[config.mk]
export PLATFORM = sky130hd
export DESIGN_NAME = microsequencer
export DESIGN_NICKNAME = d
export VERILOG_FILES = /design/src/rtl/microcode_pkg.sv /design/src/rtl/upc_dispatch.sv /design/src/rtl/microsequencer.sv
export SDC_FILE = /design/constraint.sdc
export NUM_CORES = 1
export LEC_CHECK = 0
export BUFFER_PORTS_ARGS = -buffer_cell sky130_fd_sc_hd__buf_2
export CAP_MARGIN = 20
export CORE_UTILIZATION = 45
export DETAILED_ROUTE_END_ITERATION = 8
export PLACE_DENSITY = 0.85
export REMOVE_ABC_BUFFERS = 1
export SLEW_MARGIN = 20
export SYNTH_ARGS = -nofsm -noshare
export SYNTH_HDL_FRONTEND = slang
export SYNTH_SLANG_ARGS = --single-unit
[constraint.sdc]
create_clock -name clk -period 2.81 [get_ports clk]
set_clock_uncertainty 0.2 [all_clocks]
set_input_delay 0.562 -clock clk [delete_from_list [all_inputs] [get_ports clk]]
set_output_delay 0.562 -clock clk [all_outputs]
set_load 0.005 [all_outputs]
[src/rtl/microcode_pkg.sv]
// Shared definitions for the RV32I microcode sequencer: control-word layout,
// sequencing codes, opcodes and micro-addresses.
package microcode_pkg;

  localparam int unsigned UPC_WIDTH  = 4;
  localparam int unsigned WORD_WIDTH = 17;
  localparam int unsigned N_STATES   = 11;
  localparam int unsigned CNT_WIDTH  = 32;

  typedef struct packed {
    logic       branch;
    logic       pcupd;
    logic       regw;
    logic       memw;
    logic       irw;
    logic       adrsrc;
    logic [1:0] res;
    logic [1:0] src_a;
    logic [1:0] src_b;
    logic [1:0] alu_op;
    logic [2:0] seq;
  } uword_t;

  typedef enum logic [2:0] {
    SEQ_NEXT  = 3'b000,
    SEQ_DISP1 = 3'b001,
    SEQ_DISP2 = 3'b010,
    SEQ_FETCH = 3'b011,
    SEQ_ALUWB = 3'b100
  } seq_e;

  localparam logic [6:0] OP_LW  = 7'b0000011;
  localparam logic [6:0] OP_SW  = 7'b0100011;
  localparam logic [6:0] OP_R   = 7'b0110011;
  localparam logic [6:0] OP_I   = 7'b0010011;
  localparam logic [6:0] OP_JAL = 7'b1101111;
  localparam logic [6:0] OP_BEQ = 7'b1100011;

  localparam logic [3:0] S_FETCH    = 4'd0;
  localparam logic [3:0] S_DECODE   = 4'd1;
  localparam logic [3:0] S_MEMADR   = 4'd2;
  localparam logic [3:0] S_MEMREAD  = 4'd3;
  localparam logic [3:0] S_MEMWB    = 4'd4;
  localparam logic [3:0] S_MEMWRITE = 4'd5;
  localparam logic [3:0] S_EXECR    = 4'd6;
  localparam logic [3:0] S_ALUWB    = 4'd7;
  localparam logic [3:0] S_EXECI    = 4'd8;
  localparam logic [3:0] S_JAL      = 4'd9;
  localparam logic [3:0] S_BEQ      = 4'd10;

endpackage

[src/rtl/upc_dispatch.sv]
// Next micro-address selection: decodes the sequencing field and the opcode
// dispatch tables, flagging reserved codes, unknown opcodes and unpopulated states.
module upc_dispatch
  import microcode_pkg::*;
(
  input  logic [2:0]           seq,
  input  logic [6:0]           opcode,
  input  logic [UPC_WIDTH-1:0] upc,
  output logic [UPC_WIDTH-1:0] next_upc,
  output logic                 illegal
);

  logic bad_code;

  // Next-address mux over the sequencing field and both dispatch tables
  always_comb begin
    next_upc = upc + 4'd1;
    bad_code = 1'b0;
    case (seq)
      SEQ_NEXT:  next_upc = upc + 4'd1;
      SEQ_DISP1: begin
        case (opcode)
          OP_LW, OP_SW: next_upc = S_MEMADR;
          OP_R:         next_upc = S_EXECR;
          OP_I:         next_upc = S_EXECI;
          OP_JAL:       next_upc = S_JAL;
          OP_BEQ:       next_upc = S_BEQ;
          default: begin
            next_upc = S_FETCH;
            bad_code = 1'b1;
          end
        endcase
      end
      SEQ_DISP2: begin
        case (opcode)
          OP_LW: next_upc = S_MEMREAD;
          OP_SW: next_upc = S_MEMWRITE;
          default: begin
            next_upc = S_FETCH;
            bad_code = 1'b1;
          end
        endcase
      end
      SEQ_FETCH: next_upc = S_FETCH;
      SEQ_ALUWB: next_upc = S_ALUWB;
      default: begin
        next_upc = S_FETCH;
        bad_code = 1'b1;
      end
    endcase
    illegal = bad_code | (32'(upc) >= N_STATES);
  end

endmodule

[src/rtl/microsequencer.sv]
// Micro-program sequencer: owns the micro-PC, stalls on memory handshakes,
// gates architectural write enables and halts on illegal micro-flow.
module microsequencer
  import microcode_pkg::*;
#(
  parameter int UPC_W      = UPC_WIDTH,
  parameter int WORD_W     = WORD_WIDTH,
  parameter int NUM_STATES = N_STATES,
  parameter int CNT_W      = CNT_WIDTH
) (
  input  logic              clk,
  input  logic              reset,
  input  logic [6:0]        opcode,
  input  logic              zero,
  input  logic              mem_ready,
  output logic [UPC_W-1:0]  upc,
  input  logic [WORD_W-1:0] uword,
  output logic              pc_write,
  output logic              reg_write,
  output logic              mem_write,
  output logic              ir_write,
  output logic              adr_src,
  output logic [1:0]        result_src,
  output logic [1:0]        alu_src_a,
  output logic [1:0]        alu_src_b,
  output logic [1:0]        alu_op,
  output logic              mem_req,
  output logic              illegal_op,
  output logic [CNT_W-1:0]  instr_count
);

  uword_t            w;
  logic [UPC_W-1:0]  upc_q, upc_d, next_upc;
  logic              halted_q, halted_d;
  logic              illegal_q, illegal_d;
  logic [CNT_W-1:0]  cnt_q, cnt_d;
  logic              disp_illegal;
  logic              mem_req_raw;
  logic              stall;
  logic              pass;

  assign w = uword;

  upc_dispatch u_dispatch (
    .seq      (w.seq),
    .opcode   (opcode),
    .upc      (upc_q),
    .next_upc (next_upc),
    .illegal  (disp_illegal)
  );

  // Output decode; enables are suppressed while waiting on memory or halted
  always_comb begin
    mem_req_raw = w.irw | w.adrsrc;
    stall       = mem_req_raw & ~mem_ready;
    pass        = ~(stall | halted_q);
    pc_write    = (w.pcupd | (w.branch & zero)) & pass;
    reg_write   = w.regw & pass;
    mem_write   = w.memw & pass;
    ir_write    = w.irw & pass;
    mem_req     = mem_req_raw & ~halted_q;
    adr_src     = w.adrsrc;
    result_src  = w.res;
    alu_src_a   = w.src_a;
    alu_src_b   = w.src_b;
    alu_op      = w.alu_op;
    upc         = upc_q;
    illegal_op  = illegal_q;
    instr_count = cnt_q;
  end

  // Next-state: halt dominates, then illegal detection, then stall hold
  always_comb begin
    upc_d     = upc_q;
    halted_d  = halted_q;
    illegal_d = illegal_q;
    cnt_d     = cnt_q;
    if (halted_q) begin
      upc_d = S_FETCH;
    end else if (disp_illegal) begin
      upc_d     = S_FETCH;
      halted_d  = 1'b1;
      illegal_d = 1'b1;
    end else if (stall) begin
      upc_d = upc_q;
    end else begin
      upc_d = next_upc;
      if (w.seq == SEQ_FETCH) begin
        cnt_d = cnt_q + CNT_W'(1);
      end else begin
        cnt_d = cnt_q;
      end
    end
  end

  // State registers with synchronous reset
  always_ff @(posedge clk) begin
    if (reset) begin
      upc_q     <= S_FETCH;
      halted_q  <= 1'b0;
      illegal_q <= 1'b0;
      cnt_q     <= '0;
    end else begin
      upc_q     <= upc_d;
      halted_q  <= halted_d;
      illegal_q <= illegal_d;
      cnt_q     <= cnt_d;
    end
  end

endmodule

# Word level (Yosys, flattened, before mapping)
# Index checks and enable logic that the tools add are counted.
[word_totals]
ff_bits = 38
latch_bits = 0
ram_bits = 0
romBits = 0
inputBits = 28
output_inout_bits = 51
wordCells = 48
memories = 0
[op_classes]
add_sub_neg = 2
n_mul = 0
n_div = 0
n_lt_le_gt_ge = 1
eq_ne = 10
shifts = 0
muxes = 8
bitwise = 16
n_reduce_logical = 7
[op_table]
columns = ["cell", "n"]
rows = [
  ["adder 32 x 1 -> 32 bit (second input constant)", 1],
  ["one-hot mux 4 bit (5 select lines)", 1],
  ["one-hot mux 4 bit (4 select lines)", 1],
  ["equality test 7 x 6 -> 1 bit (second input constant)", 2],
  ["equality test 7 bit (second input constant)", 2],
  ["bitwise AND 1 bit", 7],
  ["equality test 7 x 2 -> 1 bit (second input constant)", 1],
  ["equality test 7 x 5 -> 1 bit (second input constant)", 1],
  ["equality test 3 x 2 -> 1 bit (second input constant)", 2],
  ["one-hot mux 3 bit (2 select lines)", 1],
  ["OR reduction 3 bit", 2],
  ["OR reduction 6 bit", 1],
  ["NOT 1 bit", 5],
  ["adder 4 x 1 -> 4 bit (second input constant)", 1],
  [">= comparator 4 bit (second input constant)", 1],
  ["two-way mux 1 bit", 4],
  ["bitwise OR 1 bit", 4],
  ["AND reduction 4 bit", 1],
  ["equality test 3 x 1 -> 1 bit (second input constant)", 1],
  ["equality test 3 bit (second input constant)", 1],
  ["zero test 3 bit", 1],
  ["one-hot mux 1 bit (3 select lines)", 1],
  ["AND reduction 2 bit", 1],
  ["OR reduction 2 bit", 1],
]

# Logic depth before layout (Yosys ltp)
[logic_depth]
depth_word = 7
depth_mapped = 7
ltp_nobuf = 6

# Modules after synthesis
# A second synthesis with hierarchy kept.
[hier_totals]
hier_cells = 263
hier_area_um2 = 2190.9
[modules_own_cells]
columns = ["mod", "n_inst", "cells_per_inst", "area_each_um2", "seq_area_each_um2"]
rows = [
  ["microsequencer", 1, 218, 1909.3, 760.7],
  ["upc_dispatch", 1, 45, 281.5, 0.0],
]

# Least setup slack after synthesis
# No wires, ideal clock.
[synth_path]
path_kind = "input-to-reg"
from = "in uword[11]"
to = "reg cnt_q[25], in the netlist instr_count[25]"
setup_ns = 0.070
arrival_time_ns = 2.383
required_time_ns = 2.540
slack_ns = 0.156
path_stages = 6
path_buffers = 1
path_cell_list = "o21ba_2 -> or4b_1 -> clkbuf_1 -> or3_4 -> or4_1 -> a21oi_1"
[synth_via]
elab_chain_len = 4
[synth_rtl]
columns = ["element", "line_no", "rtl"]
rows = [
  ["start, declared", "microsequencer.sv:17", "input logic [WORD_W-1:0] uword,"],
  ["bitwise OR 1 bit", "microsequencer.sv:54", "mem_req_raw = w.irw | w.adrsrc;"],
  ["bitwise AND 1 bit", "microsequencer.sv:55", "stall = mem_req_raw & ~mem_ready;"],
  ["NOT 1 bit (no source line)", "n/a", ""],
  ["AND reduction 4 bit (no source line)", "n/a", ""],
  ["end signal, assigned", "microsequencer.sv:107", "cnt_q <= cnt_d;"],
  ["end, declared", "microsequencer.sv:36", "logic [CNT_W-1:0] cnt_q, cnt_d;"],
]
# Every way passes these cells.
# A chain may end at the register's enable or synchronous reset.

# Final worst setup path
[layout_path]
from = "reg cnt_q[16], in the netlist instr_count[16]"
to = "reg cnt_q[31], in the netlist instr_count[31]"
[layout_via]
elab_chain_len = 1
[layout_rtl]
columns = ["element", "line_no", "rtl"]
rows = [
  ["adder 32 x 1 -> 32 bit", "microsequencer.sv:89", "cnt_d = cnt_q + CNT_W'(1);"],
]
# Every way passes these cells.

==> out/metrics.yaml <==
outcome: "finished with violations"
violations: "DRC"
r2r_cells: 5
dieArea_um2: 5030
critPathLaunch: "instr_count[16]"
slew_headroom: 0.654
drt-initial-drc-count: 146
leakagePower_nw: 1.03
setup_viol: 0
crit-reg2reg-launch: "instr_count[16]"
cts_resized: 0
holdBufCountCts: 0
first_global_vias: 1899
synth_area_per_cell_um2: 7.94
cts_tree: "built"
fin_cells: 379
cts-root-buf: "clkbuf_8"
core-area_um2: 4440
synth_cells: 269
cts.sinks: 38
slew_viol_final: 0
yosysSeqAreaShare: 0.356
grt_overflow: 0
rows: 24
finalCritPeriodShare: 0.898
synth_xor_area_frac: 0.0902
post-place-cells: 371
syn2layout_area_growth_pct: 21.0
grt_antenna_before_repair: 0
post-cts-setup-buffer-count: 0
nets: 356
grt_pass1_wl_um: 8630
endpoint_kind: "flip-flop"
ant_nets: 0
place.port_buffers: 62
grt.total_usage: 0.212
rsz0062_at_grt: "no"
die_w_um: 70.9
critPathSlowestCell: "or4_4"
worst_pin_slew_ns: 0.512
detail_route.wl_per_cell_um: 13.0
netlist-cell-type-count: 47
synth.cell_area_um2: 2140
ir_drop_mv: 0.181
crit_fanout: 6
synth_fa_ha_area_frac: 0.0117
setup_tns_ns: 0
start_kind: "flip-flop"
critPathArrivalTime_ns: 2.55
vias_per_cell: 5.57
layout_min_cycle_time_ns: 2.52
crit_type: "reg -> reg"
vias: 2110
grt_max_degree: 24
cpMostUsedCell: "or4_4"
nFillCells: 415
worst_ep_required_time_ns: 2.84
netlist.top_cell.by_area: "dfxtp_1"
async_reset_ff_frac: 0
slowest_delay_ns: 0.58
cp_top_family: "simple AND/OR/NAND/NOR gates"
yosysMostFrequentCell: "nor2_1"
finalHoldViolCount: 0
htree_levels: 2
synth-compound-area-share: 0.125
path_clk_slew_ns: 0.07
min_path_type: "reg -> reg"
cts_made_buffers: 5
gp_congestion: 0.861
synth_top_area_share: 0.356
synth_top_family_by_area: "simple AND/OR/NAND/NOR gates"
hp-start: "instr_count[31]"
holdPathStages: 2
maxCapViolations: 0
ios: 79
netlist_top_cells_area: "dfxtp_1 (36%), nor2_1 (6.9%), xnor2_1 (6.6%)"
die_h_um: 70.9
wirelength_um: 4930
path_cells: "nand4_2, or4_4, or4_4, or3_1, a21oi_1"
first_pass_iters: 6
synth_ff_type: "dfxtp_1"
worst-path-stages: 5
drc: 14
dp_hpwl_um: 3660
cts.path.max_buffers: 2
synth-seq-cells: 38
synth_mux_area_frac: 0.00468
powerDensity_nw_per_um2: 415
drive_gt1_frac: 0.272
synth-edff-count: 0
start_util: 0.481
power_mw: 1.07
synth-simple-area-share: 0.342
yosys_warnings: 0
synth_common_cells: "nor2_1 (39), dfxtp_1 (38), a21oi_1 (16), xnor2_1 (16)"
diodes: 0
crit_buf_inv: 0
fmaxAchievable_mhz: 396
clk_latency_ns: 0.29
-- layout by cell type (no fill, tap or decap), types with 11 or more instances in the layout --
cell type	n
nand3_1	15
xnor2_1	16
buf_2	62
a21oi_1	16
nor2_1	39
buf_4	11
dfxtp_1	38
nand2_1	15
nor3_1	11
-- layout make-up --
| class | count | area, um2 | share of cell area |
|---|---|---|---|
| Clock buffer | 8 | 110 | 0.0426 |
| Sequential cell | 38 | 761 | 0.294 |
| Inverter | 8 | 30.0 | 0.0116 |
| Multi-Input combinational cell | 200 | 1230 | 0.474 |
| Tap cell | 52 | 65.1 | 0.0252 |
| Timing Repair Buffer | 73 | 393 | 0.152 |
-- worst paths after layout --
| kind | end | slack [ns] |
|---|---|---|
| worst min register to register | instr_count[31] | 0.30 |
| worst max-delay path | instr_count[31] | 0.29 |
| worst max register to register | instr_count[31] | 0.29 |
| worst min-delay path | instr_count[31] | 0.30 |
-- power by group --
part           switching, mW  leakage (nW)  internal, mW
clock network          0.190        0.0575         0.248
registers            0.00566         0.307         0.542
logic                 0.0493         0.669        0.0386
total                  0.245          1.03         0.829
-- logic make-up after synthesis --
kind of cell / count (synthesis)
multiplexers: 1
AND/OR/NAND/NOR: 133
flip-flops: 38
AO/OA/AOI/OAI: 42
XOR/XNOR: 22
buffers and inverters: 31
adder cells (fa/ha/maj): 2
-- metrics by stage --
step	utilization	hold WS (ns)	area [um2]	worst slack, ns
6_report	0.582	0.296	2580	0.286
5_1_grt	0.582	0.332	2580	0.157
4_1_cts	0.582	0.296	2580	0.300
3_5_place_dp	0.557	0.283	2470	0.0384
3_3_place_gp	0.557	0.267	2470	0.0903
2_1_floorplan	-	0.267	2020	0.117
-- worst register-to-register path, delay by kind of cell (launching register included) --
family | cells | cell delay (ns)
compound gates | 1 | 0.13
flops | 1 | 0.43
simple gates | 4 | 1.70
-- state kept, by name, summed over array words and instances (netlist names) --
signal,flops
instr_count,32
upc,4
illegal_op,1
halted_q,1
-- routing by layer --
layer / global-route usage / up-vias / part of all wire
li1: - / 1070 / -
met1: 0.271 / 964 / 0.45
met2: 0.346 / 70 / 0.48
met3: 0.0556 / 6 / 0.057
met4: 0.0733 / 0 / 0.015
met5: 0 / - / 0
Note: power is estimated with default switching activity, not from simulation.
